==> config.mk <==
export PLATFORM = sky130hd
export DESIGN_NAME = controlador_alarme
export DESIGN_NICKNAME = d
export VERILOG_FILES = /design/src/rtl/controlador_alarme_pkg.sv /design/src/rtl/comparador.sv /design/src/rtl/controlador_alarme.sv
export SDC_FILE = /design/constraint.sdc
export NUM_CORES = 1
export LEC_CHECK = 0
export BUFFER_PORTS_ARGS = -buffer_cell sky130_fd_sc_hd__buf_2
export CAP_MARGIN = 20
export CORE_UTILIZATION = 50
export CTS_CLUSTER_SIZE = 8
export DETAILED_ROUTE_END_ITERATION = 10
export PLACE_DENSITY = 0.69
export SKIP_LAST_GASP = 1
export SYNTH_ARGS = -nofsm -noshare
export SYNTH_HDL_FRONTEND = slang
export SYNTH_SLANG_ARGS = --single-unit
==> constraint.sdc <==
create_clock -name clk -period 2.61 [get_ports clk]
set_input_delay 0 -clock clk [delete_from_list [all_inputs] [get_ports clk]]
set_output_delay 0 -clock clk [all_outputs]
set_load 0.01 [all_outputs]
==> src/rtl/controlador_alarme_pkg.sv <==
// Shared types and constants for the multi-slot alarm scheduler.
// Latency: none (declarations only).
// Backpressure: none (declarations only).
package controlador_alarme_pkg;

    localparam int LARG_HORA       = 12;
    localparam int T_TOQUE_PADRAO  = 60;
    localparam int T_SONECA_PADRAO = 300;

    typedef enum logic {
        VARRE_IDLE,
        VARRE_RUN
    } varre_t;

    typedef enum logic [1:0] {
        R_IDLE,
        R_TOCA,
        R_SONECA
    } toque_t;

endpackage

==> src/rtl/comparador.sv <==
// Equality comparator for time words, shared by all alarm slots.
// Latency: combinational, zero cycles.
// Backpressure: none.
module comparador #(
    parameter int LARG = 12
) (
    input  logic [LARG-1:0] a,
    input  logic [LARG-1:0] b,
    output logic            eq
);

    assign eq = (a == b);

endmodule

==> src/rtl/controlador_alarme.sv <==
// Alarm scheduler: scans N slots with one comparator per second and runs ring/snooze/stop.
// Latency: tick sampled at edge t -> achou at t+N+1 -> buzzer at t+N+2; buttons act on the next edge.
// Backpressure: none; writes accepted every cycle, ticks arriving mid-scan do not start a scan.
module controlador_alarme
    import controlador_alarme_pkg::*;
#(
    parameter int N_ALARMES = 4,
    parameter int T_TOQUE   = T_TOQUE_PADRAO,
    parameter int T_SONECA  = T_SONECA_PADRAO,
    localparam int LI       = $clog2(N_ALARMES),
    localparam int LC       = $clog2(T_SONECA)
) (
    input  logic                 clk,
    input  logic                 rst_n,
    input  logic                 tick_1s,
    input  logic [LARG_HORA-1:0] hora_atual,
    input  logic                 wr_en,
    input  logic [LI-1:0]        wr_idx,
    input  logic [LARG_HORA-1:0] wr_hora,
    input  logic                 wr_ativo,
    input  logic                 parar,
    input  logic                 soneca,
    output logic                 buzzer,
    output logic [LI-1:0]        alarme_idx,
    output logic                 em_soneca
);

    // Slot register bank
    logic [LARG_HORA-1:0] hora [N_ALARMES];
    logic [N_ALARMES-1:0] ativo;
    logic [N_ALARMES-1:0] disparado;

    // Scan state
    varre_t        varre_q, varre_d;
    logic [LI-1:0] k_q, k_d;
    logic          cand_vld_q, cand_vld_d;
    logic [LI-1:0] cand_idx_q, cand_idx_d;
    logic          fim_q, fim_d;
    logic          achou_q;
    logic          eq;

    // Ring state
    toque_t        toque_q, toque_d;
    logic [LC-1:0] cnt_q, cnt_d, cnt_inc;
    logic [LI-1:0] idx_q, idx_d;
    logic          dispara;

    comparador #(.LARG(LARG_HORA)) u_comparador (
        .a  (hora_atual),
        .b  (hora[k_q]),
        .eq (eq)
    );

    // Scan sequencing: step k across slots, keep the lowest eligible match
    always_comb begin
        varre_d    = varre_q;
        k_d        = k_q;
        cand_vld_d = cand_vld_q;
        cand_idx_d = cand_idx_q;
        fim_d      = 1'b0;
        case (varre_q)
            VARRE_IDLE: begin
                if (tick_1s) begin
                    varre_d    = VARRE_RUN;
                    k_d        = '0;
                    cand_vld_d = 1'b0;
                    cand_idx_d = '0;
                end
            end
            VARRE_RUN: begin
                if (eq && ativo[k_q] && !disparado[k_q] && !cand_vld_q) begin
                    cand_vld_d = 1'b1;
                    cand_idx_d = k_q;
                end
                if (k_q == LI'(N_ALARMES - 1)) begin
                    varre_d = VARRE_IDLE;
                    fim_d   = 1'b1;
                end else begin
                    k_d = k_q + LI'(1);
                end
            end
            default: varre_d = VARRE_IDLE;
        endcase
    end

    // Scan registers; achou is issued the cycle after the last slot is compared
    always_ff @(posedge clk or negedge rst_n) begin
        if (!rst_n) begin
            varre_q    <= VARRE_IDLE;
            k_q        <= '0;
            cand_vld_q <= 1'b0;
            cand_idx_q <= '0;
            fim_q      <= 1'b0;
            achou_q    <= 1'b0;
        end else begin
            varre_q    <= varre_d;
            k_q        <= k_d;
            cand_vld_q <= cand_vld_d;
            cand_idx_q <= cand_idx_d;
            fim_q      <= fim_d;
            achou_q    <= fim_q && cand_vld_q;
        end
    end

    // Ring/snooze decisions; parar beats soneca and any timeout
    always_comb begin
        toque_d = toque_q;
        cnt_d   = cnt_q;
        idx_d   = idx_q;
        dispara = 1'b0;
        cnt_inc = (&cnt_q) ? cnt_q : cnt_q + LC'(1);
        case (toque_q)
            R_IDLE: begin
                if (achou_q) begin
                    toque_d = R_TOCA;
                    idx_d   = cand_idx_q;
                    cnt_d   = '0;
                    dispara = 1'b1;
                end
            end
            R_TOCA: begin
                if (parar) begin
                    toque_d = R_IDLE;
                end else if (soneca) begin
                    toque_d = R_SONECA;
                    cnt_d   = '0;
                end else if (tick_1s) begin
                    if (cnt_q == LC'(T_TOQUE - 1)) toque_d = R_IDLE;
                    else                           cnt_d   = cnt_inc;
                end
            end
            R_SONECA: begin
                if (parar) begin
                    toque_d = R_IDLE;
                end else if (tick_1s) begin
                    if (cnt_q == LC'(T_SONECA - 1)) begin
                        toque_d = R_TOCA;
                        cnt_d   = '0;
                    end else begin
                        cnt_d = cnt_inc;
                    end
                end
            end
            default: toque_d = R_IDLE;
        endcase
    end

    // Ring registers
    always_ff @(posedge clk or negedge rst_n) begin
        if (!rst_n) begin
            toque_q <= R_IDLE;
            cnt_q   <= '0;
            idx_q   <= '0;
        end else begin
            toque_q <= toque_d;
            cnt_q   <= cnt_d;
            idx_q   <= idx_d;
        end
    end

    // Slot bank: mismatch clears fired flag, ring start sets it, a write clears it last
    always_ff @(posedge clk or negedge rst_n) begin
        if (!rst_n) begin
            for (int i = 0; i < N_ALARMES; i++) hora[i] <= '0;
            ativo     <= '0;
            disparado <= '0;
        end else begin
            if (varre_q == VARRE_RUN && !eq) disparado[k_q] <= 1'b0;
            if (dispara)                     disparado[cand_idx_q] <= 1'b1;
            if (wr_en) begin
                hora[wr_idx]      <= wr_hora;
                ativo[wr_idx]     <= wr_ativo;
                disparado[wr_idx] <= 1'b0;
            end
        end
    end

    assign buzzer     = (toque_q == R_TOCA);
    assign em_soneca  = (toque_q == R_SONECA);
    assign alarme_idx = idx_q;

endmodule

# After elaboration in Yosys (flattened, before gate mapping)
# Index checks and enable logic that the tools add are counted.
totals:
  input_bits: 33
  wordCells: 127
  ff_bits: 77
  out_inout_bits: 4
classes:
  eq_ne: 19
  bitwise_logic: 8
  order_cmp: 9
  addsub: 2
  n_mux: 54
  n_reduce_logical: 20
op_table:
  columns: ["operator", "n"]
  rows:
  - ["9-bit two-way mux", 9]
  - ["48-bit bitwise mux", 1]
  - ["12-bit two-way mux", 3]
  - ["9-bit one-hot mux with 3 select lines", 1]
  - ["12-bit binary-select mux with 2-bit select", 1]
  - ["12-bit demux with 2-bit select", 1]
  - ["2-bit two-way mux", 11]
  - ["1-bit two-way mux", 13]
  - ["12-bit == test", 1]
  - ["4-bit two-way mux", 3]
  - ["2-bit inequality test, second input constant", 6]
  - ["9-bit by 1-bit adder with 9-bit output, second input constant", 1]
  - ["9-bit by 6-bit == test with 1-bit output, second input constant", 1]
  - ["9-bit == test, second input constant", 1]
  - ["1-bit logical AND", 9]
  - ["2-bit by 3-bit less-than comparator with 1-bit output, second input constant", 3]
  - ["3-bit inequality test, second input constant", 3]
  - ["9-bit AND reduction", 1]
  - ["4-bit bitwise AND", 2]
  - ["4-bit NOT", 2]
  - ["2-bit one-hot mux with 2 select lines", 2]
  - ["7-bit AND reduction", 1]
  - ["1-bit demux with 2-bit select", 3]
  - ["2-bit by 1-bit greater-or-equal comparator with 1-bit output, second input constant", 3]
  - ["21 further kinds", 30]

# Longest topological paths before layout
depth:
  ltp_word: 12
  mapped_depth: 8
  ltp_nobuf: 7

# Hierarchy
# From an unflattened synthesis, not the netlist that was laid out.
unflattened:
  hier_cells: 320
  hier_area_um2: 3763.6
by_module_without_submodules:
  columns: ["mod", "instances", "cells_each", "seq_area_each_um2", "area_per_inst_um2"]
  rows:
  - ["controlador_alarme", 1, 304, 1926.8, 3629.7]
  - ["comparador", 1, 16, 0.0, 133.9]

# Worst setup path before layout
# Ideal clock, no wire load.
synth_timing:
  kind: "flip-flop to flip-flop"
  startpoint: "register k_q[0]"
  endpoint: "register disparado[0]"
  slack_ns: 0.358
  path_stages_with_launch: 8
  t_required_ns: 2.523
  n_path_buf: 2
  setup_ns: 0.087
  arrival_ns: 2.165
  synth_period_minus_slack_ns: 2.252
  cell_sequence: "dfrtp_1 buf_6 buf_6 mux4_2 xnor2_1 nand4_1 or4_4 a211oi_2"
synth_between:
  elab_chain_cells: 12
  word_cells_on_any_way: 19
  cone_classes: "2 x order compare; 1 x eq/ne; 8 x mux; 5 x bitwise; 3 x reduce/logical"
synth_lines:
  columns: ["element", "line_no", "source"]
  rows:
  - ["start, declared", "controlador_alarme.sv:35", "logic [LI-1:0] k_q, k_d;"]
  - ["start signal, assigned", "controlador_alarme.sv:97", "k_q <= k_d;"]
  - ["2-bit NOT with 3-bit output (implied by the code)", "controlador_alarme.sv:50", ".b (hora[k_q]),"]
  - ["12-bit binary-select mux with 2-bit select", "controlador_alarme.sv:50", null]
  - ["12-bit two-way mux (implied by the code) (2 in a row)", "controlador_alarme.sv:50", null]
  - ["12-bit == test", "comparador.sv:12", "assign eq = (a == b);"]
  - ["1-bit logical NOT", "controlador_alarme.sv:168", "if (varre_q == VARRE_RUN && !eq) disparado[k_q] <= 1'b0;"]
  - ["1-bit logical AND", "controlador_alarme.sv:168", null]
  - ["4-bit two-way mux (*)", "controlador_alarme.sv:168", null]
  - ["4-bit bitwise OR (no line)", null, null]
  - ["4-bit two-way mux (*)", "controlador_alarme.sv:169", "if (dispara) disparado[cand_idx_q] <= 1'b1;"]
  - ["4-bit bitwise AND (no line)", null, null]
  - ["4-bit two-way mux (*)", "controlador_alarme.sv:170", "if (wr_en) begin"]
  - ["end signal, assigned by index", "controlador_alarme.sv:168", null]
  - ["end signal, assigned by index", "controlador_alarme.sv:169", null]
  - ["end signal, assigned by index", "controlador_alarme.sv:173", "disparado[wr_idx] <= 1'b0;"]
  - ["end, declared", "controlador_alarme.sv:31", "logic [N_ALARMES-1:0] disparado;"]
# Mark *: on every way between the ends. The rest lies on a longest branch, timed or not. The select of a mux whose other input is x is not followed.
# A chain may end at the register's enable or synchronous reset.

# Worst setup path after layout
# Same ends and word-level chain as after synthesis.

==> metrics <==
outcome=finished, final reports clean; Setup violations, final=0; R2R Path End=disparado[0]$_DFF_PN0_; initial antenna violation count=0; Final Cycle Share=0.890; drt drc=0; share of cells above drive strength 1=0.358; Clock power frac=0.283; dpl hpwl=4970 um; Post-synth ARST share=1.00; wire length per cell=15.8 um; fin nets=397; syn_nets=337; post-synthesis adder-cell area fraction=0.0297; via/cell ratio=5.44; Synth Area in Simple Gates=0.0995; Fmax achieved=0.430 GHz; final slew viol count=0; clock buffer count from CTS=9; Sw Share=0.301; setup tns final=0 ns; minimum clock period=2.32 ns; Worst setup startpoint=k_q[0]$_DFFE_PN0P_; main combinational cell family by area after synthesis=multiplexers; via count=2495; end of the critical path=disparado[0]$_DFF_PN0_; crit path max fanout=9; die height=89.1 um; Max stage delay on crit path=0.60 ns; RD Place Congestion=0.883; Comb pwr share=0.335; die width=89.1 um; die footprint=7950 um^2; Reg clk slew, reported paths=0.08 ns; Cell Pwr Density=906 nW/um^2; maximum VDD drop=0.464 mV; Reg2Reg Depth=6; maxcap violations=0; root buf cell=clkbuf_8; synthesis-to-layout area growth=19.4%; Crit path depth=6; Synth top area share=0.508; most frequent cells in the layout=dfrtp_1, mux2_2, buf_2; fin cells=459; CP arrival=2.58 ns; ys flop type=dfrtp_1; WS Path Type=flop to flop; worst hold slack=0.0656 ns; RR Startpoint=k_q[0]$_DFFE_PN0P_; top cell type by total area after synthesis=dfrtp_1; launching element type of the critical path=flop; DR iter-0 viols=98; most common cell after layout, fill and taps aside=dfrtp_1; CP cell instances=buf_4, mux4_2, xnor2_1, nand4_1, or4_4, a211oi_2; Clock Latency Late Sink=0.34 ns; synth top area cells=dfrtp_1, mux2_2, mux4_2, xnor2_1, ha_1; family with the most delay on the worst path=simple AND/OR/NAND/NOR gates; vias in the first global route=2438; Post-synth EDFFs=0; DP Area=4100 um^2; Clock Path Buffers=2; largest net degree at the start of global routing=78; Inserted Diodes=0; fraction of the yosys area taken by sequential cells=0.508; Post-Syn Area=3800 um^2; compound-cell area share of the yosys netlist=0.0597; post-synthesis xor/xnor area fraction=0.0346; first-pass GRT wire length=12100 um; Rel. slew slack=0.364; Critical path buffers and inverters=1; Mapped Avg Cell Area=12.9 um^2; Yosys reg bits=77; CTS tree=built; PortBufs=36; data required time of the worst path=2.87 ns; Hold Path Class=input port to flop; Net Switching=1.24 mW; Hold Vio Cnt, Final=0; LEAKAGE=1.98 nW; H-Tree Depth=3; final wirelength=7240 um; initial core utilization=0.521; grt ovf=0; Worst-Margin Slew=0.953 ns; GRT Total Usage=0.207; final instance area=4530 um^2; Routed Antenna Nets=0; synth warn=0; First-pass DRT Iterations=4; RSZ-0062 raised after global routing=false; core area=7290 um^2; row cnt=31; synthesized instance count=295; clock skew=0.00744 ns; P_int=2.87 mW; FF-to-FF setup slack=0.29 ns; CP max stage cell=or4_4; I/O pin cnt=37; sequential group share of total power=0.382; multiplexer share of the synthesized area=0.245; Inst Count DP=426; clock sinks=77; CP Capture Type=flop; count of different cell masters after synthesis=41
==> repair_timing <==
action | 4_1_cts | 5_1_grt
hold buffers | 17 | 0
hold endpoints to repair | 132 | 0
buffers inserted | 0 | 0
resized for setup | 0 | 0
==> layer usage <==
layer	up-vias	track usage	routed length, um
li1	1197	-	-
met2	36	0.338	3620
met1	1254	0.279	3380
met3	8	0.0342	127
met5	-	0	0
met4	0	0.0837	110
==> synth_stat cells, drive strengths merged (6+ instances only) <==
| master | n |
|---|---|
| nand4 | 7 |
| nand2 | 14 |
| xnor2 | 13 |
| nand3 | 7 |
| mux4 | 13 |
| a21oi | 11 |
| inv | 10 |
| ha | 9 |
| nor2 | 14 |
| mux2 | 54 |
| clkbuf | 7 |
| o21ai | 7 |
| nor2b | 6 |
| dfrtp | 77 |
==> sequential cells by signal, summed over array words and instances (netlist names) <==
name / cells
achou_q: 1
hora: 48
cand_vld_q: 1
fim_q: 1
varre_q: 1
ativo: 4
k_q: 2
disparado: 4
cand_idx_q: 2
alarme_idx: 2
toque_q: 2
cnt_q: 9
==> power groups by stage <==
| stage | clock network [mW] | registers [mW] | logic [mW] |
|---|---|---|---|
| after floorplan | 0 | 1.52 | 1.12 |
| after global placement | 0 | 1.58 | 1.34 |
| after detailed placement | 0 | 1.59 | 1.37 |
| after CTS | 1.19 | 1.57 | 1.40 |
| after global routing | 1.24 | 1.60 | 1.54 |
| final | 1.16 | 1.57 | 1.38 |
==> metrics by stage <==
stage / setup WS (ns) / util / power, mW
6_report: 0.287 / 0.622 / 4.11
3_5_place_dp: 0.265 / 0.562 / 2.96
5_1_grt: 0.152 / 0.622 / 4.38
3_3_place_gp: 0.333 / 0.562 / 2.92
4_1_cts: 0.248 / 0.622 / 4.15
2_1_floorplan: 0.358 / - / 2.64
==> worst reg2reg max path, stage by stage (launching register included) <==
cell and delay (ns):
dfrtp_1 0.35, buf_4 0.22, mux4_2 0.53, xnor2_1 0.16, nand4_1 0.19, or4_4 0.60
a211oi_2 0.19
==> worst min-delay path by stage <==
stage                     start                     end  slack, ns  cells after the start
final                     parar  toque_q[1]$_DFFE_PN0P_       0.07                      3
after global routing      parar  toque_q[1]$_DFFE_PN0P_       0.05                      3
after CTS                 parar  toque_q[1]$_DFFE_PN0P_       0.05                      3
after detailed placement  rst_n    cnt_q[3]$_DFFE_PN0P_       0.21                      1
after global placement    rst_n    cnt_q[5]$_DFFE_PN0P_       0.20                      1
after floorplan           rst_n       achou_q$_DFF_PN0_      -0.30                      0
==> final cells by class <==
type                    instances  area, um^2
fillers                       596        2760
flip-flops and latches         77        1930
multi-input cells             198        1780
repair buffers                 59         398
clock inverters                 6         135
clock buffers                  10         128
well taps                      99         124
inverters                      10        37.5
==> kinds of logic after synthesis <==
logic type,count (synthesis)
muxes,70
xor gates and xnor gates,15
DFF,77
buffers and inverters,20
and+or+nand+nor,69
adders and majority gates,9
AOI/OAI and AO/OA,35
(Power assumes the default switching activity.)
